<file path="src/rtl/mmind_pkg.sv">
// Shared types and constants for the mmind code-guessing core.
// Segment patterns are active-low {a,b,c,d,e,f,g}.
package mmind_pkg;

  localparam int NUM_POS    = 4;
  localparam int COLOR_W    = 2;
  localparam int CODE_W     = NUM_POS * COLOR_W;
  localparam int NUM_COLORS = 1 << COLOR_W;

  typedef enum logic [1:0] {
    NO_ANS  = 2'd0,
    ANS_SET = 2'd1,
    RESULT  = 2'd2,
    WIN     = 2'd3
  } state_e;

  localparam logic [6:0] SEG_DASH = 7'b1111110;
  localparam logic [6:0] SEG_A    = 7'b0001000;
  localparam logic [6:0] SEG_D0   = 7'b0000001;
  localparam logic [6:0] SEG_D1   = 7'b1001111;
  localparam logic [6:0] SEG_D2   = 7'b0010010;
  localparam logic [6:0] SEG_D3   = 7'b0000110;
  localparam logic [6:0] SEG_D4   = 7'b1001100;

  // Only 0..4 are reachable; anything else falls back to the dash.
  function automatic logic [6:0] seg_digit(input logic [2:0] d);
    case (d)
      3'd0:    seg_digit = SEG_D0;
      3'd1:    seg_digit = SEG_D1;
      3'd2:    seg_digit = SEG_D2;
      3'd3:    seg_digit = SEG_D3;
      3'd4:    seg_digit = SEG_D4;
      default: seg_digit = SEG_DASH;
    endcase
  endfunction

endpackage

</file>
<file path="src/rtl/mmind_score.sv">
// Combinational scorer: exact (colour+position) hits and colour-only hits
// between a stored answer and a guess.
module mmind_score
  import mmind_pkg::*;
(
  input  logic [CODE_W-1:0] answer,
  input  logic [CODE_W-1:0] guess,
  output logic [2:0]        exact,
  output logic [2:0]        white
);

  logic [NUM_POS-1:0] hit;
  logic [2:0]         cnt_a;
  logic [2:0]         cnt_g;
  logic [2:0]         common;

  genvar i;
  generate
    for (i = 0; i < NUM_POS; i++) begin : g_pos
      assign hit[i] = answer[i*COLOR_W +: COLOR_W] == guess[i*COLOR_W +: COLOR_W];
    end
  endgenerate

  always_comb begin
    exact  = '0;
    common = '0;
    cnt_a  = '0;
    cnt_g  = '0;
    for (int p = 0; p < NUM_POS; p++)
      exact = exact + {2'b00, hit[p]};
    // Total colour overlap is the per-colour minimum of the two histograms.
    for (int c = 0; c < NUM_COLORS; c++) begin
      cnt_a = '0;
      cnt_g = '0;
      for (int p = 0; p < NUM_POS; p++) begin
        if (answer[p*COLOR_W +: COLOR_W] == COLOR_W'(c)) cnt_a = cnt_a + 3'd1;
        if (guess[p*COLOR_W +: COLOR_W]  == COLOR_W'(c)) cnt_g = cnt_g + 3'd1;
      end
      common = common + ((cnt_a < cnt_g) ? cnt_a : cnt_g);
    end
    white = common - exact;
  end

endmodule

</file>
<file path="src/rtl/mmind.sv">
// Mastermind game core: button edge detect, game FSM, scorer, and a
// registered active-low 7-segment driver.
module mmind
  import mmind_pkg::*;
(
  input  logic              clk,
  input  logic              reset,
  input  logic              setans_btn,
  input  logic              guess_btn,
  input  logic [CODE_W-1:0] switches,
  output logic              ca,
  output logic              cb,
  output logic              cc,
  output logic              cd,
  output logic              ce,
  output logic              cf,
  output logic              cg
);

  logic              set_q, guess_q;
  logic              set_ev, guess_ev;
  state_e            state_q;
  logic [CODE_W-1:0] answer_q;
  logic [2:0]        exact_q, white_q;
  logic [2:0]        exact_n, white_n;
  logic [6:0]        seg_q;

  mmind_score u_score (
    .answer (answer_q),
    .guess  (switches),
    .exact  (exact_n),
    .white  (white_n)
  );

  // Press events are registered, so the FSM acts one edge after detection.
  always_ff @(posedge clk or negedge reset) begin
    if (!reset) begin
      set_q    <= 1'b0;
      guess_q  <= 1'b0;
      set_ev   <= 1'b0;
      guess_ev <= 1'b0;
    end else begin
      set_q    <= setans_btn;
      guess_q  <= guess_btn;
      set_ev   <= setans_btn & ~set_q;
      guess_ev <= guess_btn & ~guess_q;
    end
  end

  // Loading an answer takes priority over any guess in the same cycle.
  always_ff @(posedge clk or negedge reset) begin
    if (!reset) begin
      state_q  <= NO_ANS;
      answer_q <= '0;
      exact_q  <= '0;
      white_q  <= '0;
    end else if (set_ev) begin
      state_q  <= ANS_SET;
      answer_q <= switches;
      exact_q  <= '0;
      white_q  <= '0;
    end else if (guess_ev && (state_q == ANS_SET || state_q == RESULT)) begin
      state_q  <= (exact_n == 3'(NUM_POS)) ? WIN : RESULT;
      exact_q  <= exact_n;
      white_q  <= white_n;
    end
  end

  always_ff @(posedge clk or negedge reset) begin
    if (!reset) begin
      seg_q <= SEG_DASH;
    end else begin
      case (state_q)
        NO_ANS:  seg_q <= SEG_DASH;
        ANS_SET: seg_q <= SEG_A;
        RESULT:  seg_q <= seg_digit(exact_q);
        WIN:     seg_q <= SEG_D4;
        default: seg_q <= SEG_DASH;
      endcase
    end
  end

  assign {ca, cb, cc, cd, ce, cf, cg} = seg_q;

endmodule

</file>
<file path="config.mk">
export PLATFORM = sky130hd
export DESIGN_NAME = mmind
export DESIGN_NICKNAME = d
export VERILOG_FILES = /design/src/rtl/mmind_pkg.sv /design/src/rtl/mmind_score.sv /design/src/rtl/mmind.sv
export SDC_FILE = /design/constraint.sdc
export NUM_CORES = 1
export LEC_CHECK = 0
export ABC_AREA = 1
export CAP_MARGIN = 0
export CELL_PAD_IN_SITES_DETAIL_PLACEMENT = 0
export CELL_PAD_IN_SITES_GLOBAL_PLACEMENT = 1
export CORE_MARGIN = 8
export CORE_UTILIZATION = 35
export CTS_CLUSTER_SIZE = 14
export DETAILED_ROUTE_END_ITERATION = 12
export GPL_TIMING_DRIVEN = 1
export PLACE_DENSITY_LB_ADDON = 0.1
export SLEW_MARGIN = 20
export SYNTH_ARGS = -nofsm -noshare
export SYNTH_HDL_FRONTEND = slang
export SYNTH_HIERARCHICAL = 1
export SYNTH_SLANG_ARGS = --single-unit
</file>
<file path="constraint.sdc">
create_clock -name clk -period 2.8 [get_ports clk]
set_clock_uncertainty 0.2 [all_clocks]
set_input_delay 0.42 -clock clk [delete_from_list [all_inputs] [get_ports clk]]
set_output_delay 0.42 -clock clk [all_outputs]
set_load 0.005 [all_outputs]
</file>
Yosys cells after proc, flatten, opt, wreduce, memory -nomap -nowiden

Index checks and enable logic that the tools add are counted.

Bits in registers: 24
Bits of input ports: 12

Add/subtract/negate cells: 3
Equality and inequality tests: 12
Mux-type cells: 7
Bitwise operators: 4
Reduce and logical (&&, ||, !) cells: 5

Operators with widths:

| kind               | count |
|---|---|
| $pmux 7 s5         | 1 |
| $pmux 7 s4         | 1 |
| $eq 2x2->1         | 4 |
| $add 3x1->3        | 2 |
| $eq 3x2->1 const B | 2 |
| $eq 3x3->1 const B | 2 |
| $mux 3             | 2 |
| $eq 2x2->1 const B | 2 |
| $mux 2             | 2 |
| $eq 3x1->1 const B | 1 |
| $logic_not 3->1    | 1 |
| $add 1x1->2        | 1 |
| $and 1x1->1        | 2 |
| $eq 2x1->1 const B | 1 |
| $logic_not 2->1    | 1 |
| $not 1->1          | 2 |
| $reduce_bool 2->1  | 1 |
| $logic_and 1x1->1  | 1 |
| $logic_or 1x1->1   | 1 |
| $mux 1             | 1 |

Longest topological paths before layout

Gate-level depths: netlist (run 1).

Depth after elaboration: 8
Gate-level depth with buffers: 8
Gate-level depth less buffers: 8

Hierarchy

The synthesis (run 1) kept the hierarchy.

By module, submodules not included:

| module      | times used | cells each | area each (µm²) | seq. area each (µm²) |
|---|---|---|---|---|
| mmind_score | 1          | 362        | 1980.6          | 0.0 |
| mmind       | 1          | 94         | 949.7           | 608.1 |

Worst setup path before layout (run 1)

Ideal clock, no wire load.

Path type: reg-to-reg
Start point: register answer_q[7]
End point: register state_q[0]
Setup time: 0.076 ns
Arrival time: 1.999 ns
Path slack: 0.524 ns
Stages on the path, launching flop included: 9
Path buffers: 1
Clock period less this slack: 2.276 ns
Cell sequence: dfrtp_1 buf_2 xor2_1 a21oi_1 fa_1 ha_1 ha_1 or2_1 o21ai_1

Longest elaborated chain between the ends: 6

RTL lines:

| what                   | RTL line          | source |
|---|---|---|
| from (decl)            | mmind.sv:23       | `logic [CODE_W-1:0] answer_q;` |
| from (signal assigned) | mmind.sv:59       | `answer_q <= switches;` |
| $eq 2x2->1             | mmind_score.sv:20 | `assign hit[i] = answer[i*COLOR_W +: COLOR_W] == guess[i*COLOR_W +: COLOR_W];` |
| $add 3x1->3            | mmind_score.sv:30 | `exact = exact + {2'b00, hit[p]};` |
| named net exact_n[1]   | mmind.sv:25       | `logic [2:0] exact_n, white_n;` |
| $eq 3x3->1             | mmind.sv:63       | `state_q <= (exact_n == 3'(NUM_POS)) ? WIN : RESULT;` |
| $mux 1                 | mmind.sv:63       |  |
| $mux 2                 | mmind.sv:62       | `end else if (guess_ev && (state_q == ANS_SET \|\| state_q == RESULT)) begin` |
| $mux 2                 | mmind.sv:57       | `end else if (set_ev) begin` |
| to (signal assigned)   | mmind.sv:63       |  |
| to (decl)              | mmind.sv:22       | `state_e state_q;` |

The timed path passes the listed nets, and every way through them passes these cells. The select of a mux whose other input is x is not followed.
A chain may end at the register's enable or synchronous reset.

Worst setup path after layout (run 1)

Start point: input port switches[2]
End point: register state_q[0]

Longest elaborated chain between the ends: 8

RTL lines:

| what                     | RTL line          | source |
|---|---|---|
| from (decl)              | mmind.sv:10       | `input logic [CODE_W-1:0] switches,` |
| $eq 2x2->1               | mmind_score.sv:20 |  |
| $add 1x1->2              | mmind_score.sv:30 |  |
| $add 3x1->3 (2 in a row) | mmind_score.sv:30 |  |
| named net exact_n[1]     | mmind.sv:25       |  |
| $eq 3x3->1               | mmind.sv:63       |  |
| $mux 1                   | mmind.sv:63       |  |
| $mux 2                   | mmind.sv:62       |  |
| $mux 2                   | mmind.sv:57       |  |

The timed path passes the listed nets, and every way through them passes these cells. The select of a mux whose other input is x is not followed.

==> results of run 1 <==
## worst max-delay path, delay by kind of cell
| family | cells | cell delay (ps) |
|---|---|---|
| fa+ha+maj | 3 | 980 |
| simple gates | 1 | 210 |
| compound gates | 2 | 370 |
| buf+inv | 1 | 430 |
| xor+xnor | 1 | 150 |
## state kept, by name, indices dropped and copies added (netlist names)
register  flops
answer_q      8
exact_q       3
guess_ev      1
guess_q       1
seg_q         7
set_ev        1
set_q         1
state_q       2
## routing by layer
metal	track usage [%]	part of all wire [%]
met1	9.861	47
met4	4.667	2.5
met5	0	0
met2	14.91	47
met3	1.923	3.2
## power breakdown
part           leakage, nW  switching, mW  internal [mW]  total [mW]
combinational        0.375          0.141          0.157       0.298
sequential           0.288         0.0416          0.447       0.489
clock               0.0210          0.103         0.0795       0.182
total                0.684          0.285          0.684       0.969
## path summary, 6_finish.rpt
check / startpoint / to / slack (ps)
worst max-delay path: switches[2] / state_q[0] / 290
worst min-delay path: guess_q / guess_ev / 200
worst max register to register: answer_q[2] / state_q[0] / 390
worst min register to register: guess_q / guess_ev / 200
max in group asynchronous: reset / state_q[0] / 1600
min in group asynchronous: reset / answer_q[4] / 220
## area by class of cell
type | count | area (um^2) | area share (%)
clock buffer | 4 | 36.28 | 2.648
tap | 44 | 55.05 | 4.018
inverter | 19 | 71.32 | 5.205
multi-input combinational | 76 | 411.6 | 30.05
timing repair buffer | 19 | 187.7 | 13.70
sequential | 24 | 608.1 | 44.38
## metrics by stage
step	setup slack (ps)	util (%)	total power, mW
floorplan	585.6	-	0.6625
global placement	21.49	43.33	0.7937
detailed placement	-39.52	43.33	0.8020
CTS	296.5	44.51	0.9895
global route	198.8	44.51	1.048
finish	285.2	44.51	0.9694
==> flow_metrics.env, run 1 <==
export IMPL_rsz0062_at_grt="false"
export IMPL_die_h_um=72.94
export IMPL_path_clk_slew_ps=120
export IMPL_syn_nets=143
export IMPL_grtUsageTotal_pct=8.738
export IMPL_drive_gt1_share_pct=13.38
export IMPL_grt_pass1_wl_um=3622
export IMPL_power_leakage_nw=0.6839
export IMPL_period_minus_slack_ps=2515
export IMPL_core_um2=3078
export IMPL_ctsRootBufferMaster="clkbuf_4"
export IMPL_cp_arrival_ps=2560
export IMPL_final_cell_mix="nand2_1, dfrtp_1, clkdlybuf4s50_1"
export IMPL_fp_row_count=20
export IMPL_cts_sinks=24
export IMPL_vias=789
export IMPL_powerDensity_nw_per_um2=707.6
export IMPL_htree_levels=1
export IMPL_post_cts_setup_buffer_count=0
export IMPL_postSynthAreaPerCell_um2=9.079
export IMPL_fill_cells=322
export IMPL_postSynthCellCount=125
export IMPL_holdWs_ps=201.0
export IMPL_cpPeakStageDelay_ps=480
export IMPL_first_pass_iters=3
export IMPL_grt_pass1_vias=844
export IMPL_whs_path_depth=1
export IMPL_grt_overflow_total=0
export IMPL_antennaDiodeCount=0
export IMPL_final_common_cell="nand2_1"
export IMPL_place_gp_congestion=0.7760
export IMPL_syn_area_um2=1135
export IMPL_crit_path_top_delay_cell="fa_1"
export IMPL_die_w_um=72.94
export IMPL_crit_chain="clkdlybuf4s50_1 -> xor2_1 -> a21oi_1 -> fa_1 -> ha_1 -> ha_1 -> or2_1 -> o21ai_1"
export IMPL_worst_pin_slew_ps=505.0
export IMPL_dpl_hpwl_um=1542
export IMPL_cts_resized=0
export IMPL_final_nets=161
export IMPL_clk_latency_ps=320
export IMPL_setup_tns_ps=0
export IMPL_cp_end_kind="register"
export IMPL_cts_buffers=3
export IMPL_antenna_found_initial=0
export IMPL_drt_iter0_markers=12
export IMPL_ios=19
export IMPL_worstPathRequired_ps=2840
export IMPL_tritoncts="done"
export IMPL_period_share_pct=89.82
export IMPL_max_slew_margin_pct=66.23
export IMPL_final_cell_area_um2=1370
export IMPL_start_util_pct=36.87
export IMPL_finalSetupViolCount=0
export IMPL_path_class="in -> reg"
export IMPL_cap_violations=0
export IMPL_timing_final_max_slew_violations=0
export IMPL_ys_warn_count=6
export IMPL_outcome="complete, no violations"
export IMPL_via_per_inst=4.242
export IMPL_grt_max_degree=15
export IMPL_drc_errors=0
export IMPL_cts_buffer_depth=2
export IMPL_finalHoldViolCount=0
export IMPL_area_delta_synth_final_pct=20.73
export IMPL_numPortBuffers=18
export IMPL_dpl_cell_area_um2=1334
export IMPL_reg2reg_depth=7
export IMPL_hold_path_class="reg -> reg"
export IMPL_ir_drop_v=0.0001911
export IMPL_fmax_mhz=397.6
export IMPL_final_cells=186
export IMPL_wl_um=1992
export IMPL_die_area_um2=5320
export IMPL_crit_top_cell="ha_1"
export IMPL_cts_hold_buffers_added=0
export IMPL_crit_path_start_kind="input port"
export IMPL_ant_nets=0
export IMPL_crit_fanout=2
export IMPL_wl_per_cell_um=10.71
export IMPL_dpl_cell_count=182
(Power assumes the default switching activity.)
==> run 2, diff against run 1 <==
Settings changed: ABC_CLOCK_PERIOD_IN_PS from default to 2800.
==> results of run 2 <==
No change in the layout: final DEF, timing and power equal those of run 1.
==> run 3, diff against run 2 <==
Settings changed: RECOVER_POWER from default to 25.
==> run 3 against run 2 <==
Net effect: setup slack hardly changed; cell area stayed put; clock power hardly changed; sequential power hardly changed; global-route usage stayed put; sequential share of layout area stayed put; via count stayed put; core utilization stayed put; critical path depth stayed put; worst hold slack stayed put; largest cell class unchanged.
==> flow_metrics.env, run 3 (synthesis results as in run 1) <==
export IMPL_outcome="complete, no violations"
export IMPL_path_class="in -> reg"
export IMPL_dpl_hpwl_um=1542
export IMPL_dpl_cell_count=182
export IMPL_final_cells=186
export IMPL_ant_nets=0
export IMPL_routedLengthMet1_um=940
export IMPL_place_gp_congestion=0.7760
export IMPL_highest_layer="met4"
export IMPL_first_pass_iters=3
export IMPL_r2r_start="answer_q[2]"
export IMPL_powerDensity_nw_per_um2=706.9
export IMPL_final_cell_mix="nand2_1, dfrtp_1, inv_1, clkdlybuf4s50_1, a21oi_1"
export IMPL_fmax_mhz=397.6
export IMPL_area_delta_synth_final_pct=20.73
export IMPL_cts_buffer_depth=2
export IMPL_finalHoldViolCount=0
export IMPL_clk_latency_ps=320
export IMPL_cts_sinks=24
export IMPL_path_clk_slew_ps=120
export IMPL_final_common_cell="nand2_1"
export IMPL_largest_register="answer_q"
export IMPL_core_um2=3078
export IMPL_max_slew_margin_pct=65.88
export IMPL_period_minus_slack_ps=2515
export IMPL_crit_path_start_kind="input port"
export IMPL_final_cell_area_um2=1370
export IMPL_tritoncts="done"
export IMPL_final_nets=161
export IMPL_antenna_found_initial=0
export IMPL_grt_overflow_total=0
export IMPL_drive_gt1_share_pct=13.38
export IMPL_cts_resized=0
export IMPL_start_util_pct=36.87
export IMPL_reg_top3="answer_q (8), seg_q (7), exact_q (3)"
export IMPL_grtUsageTotal_pct=8.738
export IMPL_htree_levels=1
export IMPL_timing_final_max_slew_violations=0
export IMPL_reg2reg_depth=7
export IMPL_utilization_pct=44.51
export IMPL_rsz0062_at_grt="false"
export IMPL_die_w_um=72.94
export IMPL_grt_max_degree=15
export IMPL_rrSetupSlack_ps=390
export IMPL_ctsRootBufferMaster="clkbuf_4"
export IMPL_antennaDiodeCount=0
export IMPL_worstPathRequired_ps=2840
export IMPL_finalSetupViolCount=0
export IMPL_cts_hold_buffers_added=0
export IMPL_drt_iter0_markers=12
export IMPL_startpoint="switches[2]"
export IMPL_fp_row_count=20
export IMPL_wl_um=1991
export IMPL_post_cts_setup_buffer_count=0
export IMPL_wl_met3_um=64
export IMPL_hold_path_class="reg -> reg"
export IMPL_grt_pass1_wl_um=3622
export IMPL_largest_register_ff_count=8
export IMPL_wl_met2_um=936
export IMPL_cts_buffers=3
export IMPL_crit_fanout=2
export IMPL_cp_arrival_ps=2560
export IMPL_timing_rr_end="state_q[0]"
export IMPL_period_share_pct=89.82
export IMPL_power_leakage_nw=0.6847
export IMPL_ios=19
export IMPL_worst_pin_slew_ps=510.2
export IMPL_die_area_um2=5320
export IMPL_dpl_cell_area_um2=1334
export IMPL_grt_pass1_vias=844
export IMPL_vias=789
export IMPL_via_per_inst=4.242
export IMPL_wl_per_cell_um=10.70
export IMPL_ir_drop_v=0.0001911
export IMPL_numPortBuffers=18
export IMPL_cap_violations=0
export IMPL_cp_end_kind="register"
export IMPL_endpoint="state_q[0]"
export IMPL_drc_errors=0
export IMPL_die_h_um=72.94
==> run 3: changes by cell type in the layout (fill, tap and decap cells not counted) <==
cell / before / now
clkdlybuf4s50_1: 18 / 15
dlygate4sd3_1: 0 / 3
==> run 3: worst max-delay path, cell delays in order <==
cell and delay [ps]:
clkdlybuf4s50_1 430, xor2_1 150, a21oi_1 240, fa_1 480, ha_1 220, ha_1 280
or2_1 210, o21ai_1 130
==> run 3: worst min path at each step <==
stage,start,to,slack [ps],depth (start not counted)
6_report,guess_q,guess_ev,200,1
5_1_grt,guess_q,guess_ev,220,1
3_3_place_gp,guess_q,guess_ev,180,1
4_1_cts,guess_q,guess_ev,210,1
3_5_place_dp,guess_q,guess_ev,190,1
2_1_floorplan,reset,answer_q[0],-80,0
==> run 3: layout make-up <==
| class | instances | area [um^2] |
|---|---|---|
| tap | 44 | 55.05 |
| clock buffer | 4 | 36.28 |
| inverter | 19 | 71.32 |
| timing repair buffer | 19 | 187.7 |
| fill | 322 | 1708 |
| multi-input combinational | 76 | 411.6 |
| sequential | 24 | 608.1 |
==> run 3: power by group <==
group	switching [mW]	internal [mW]
clock network	0.103	0.0795
logic	0.141	0.157
registers	0.0416	0.447
total	0.285	0.683
==> run 3: routing by layer <==
| metal | vias up | track usage [%] |
|---|---|---|
| met1 | 352 | 9.861 |
| met4 | 0 | 4.667 |
| met2 | 15 | 14.91 |
| met5 | - | 0 |
| li1 | 417 | - |
| met3 | 5 | 1.923 |
==> run 3: through the flow <==
| step | hold slack, ps | TNS, ps | total power [mW] | worst slack, ps |
|---|---|---|---|---|
| after floorplan | -75.59 | 0 | 0.6625 | 585.6 |
| after global placement | 182.0 | 0 | 0.7937 | 21.49 |
| after detailed placement | 189.9 | -39.52 | 0.8020 | -39.52 |
| after CTS | 208.1 | 0 | 0.9895 | 296.5 |
| after global routing | 216.6 | 0 | 1.047 | 198.8 |
| final | 201.0 | 0 | 0.9686 | 285.1 |
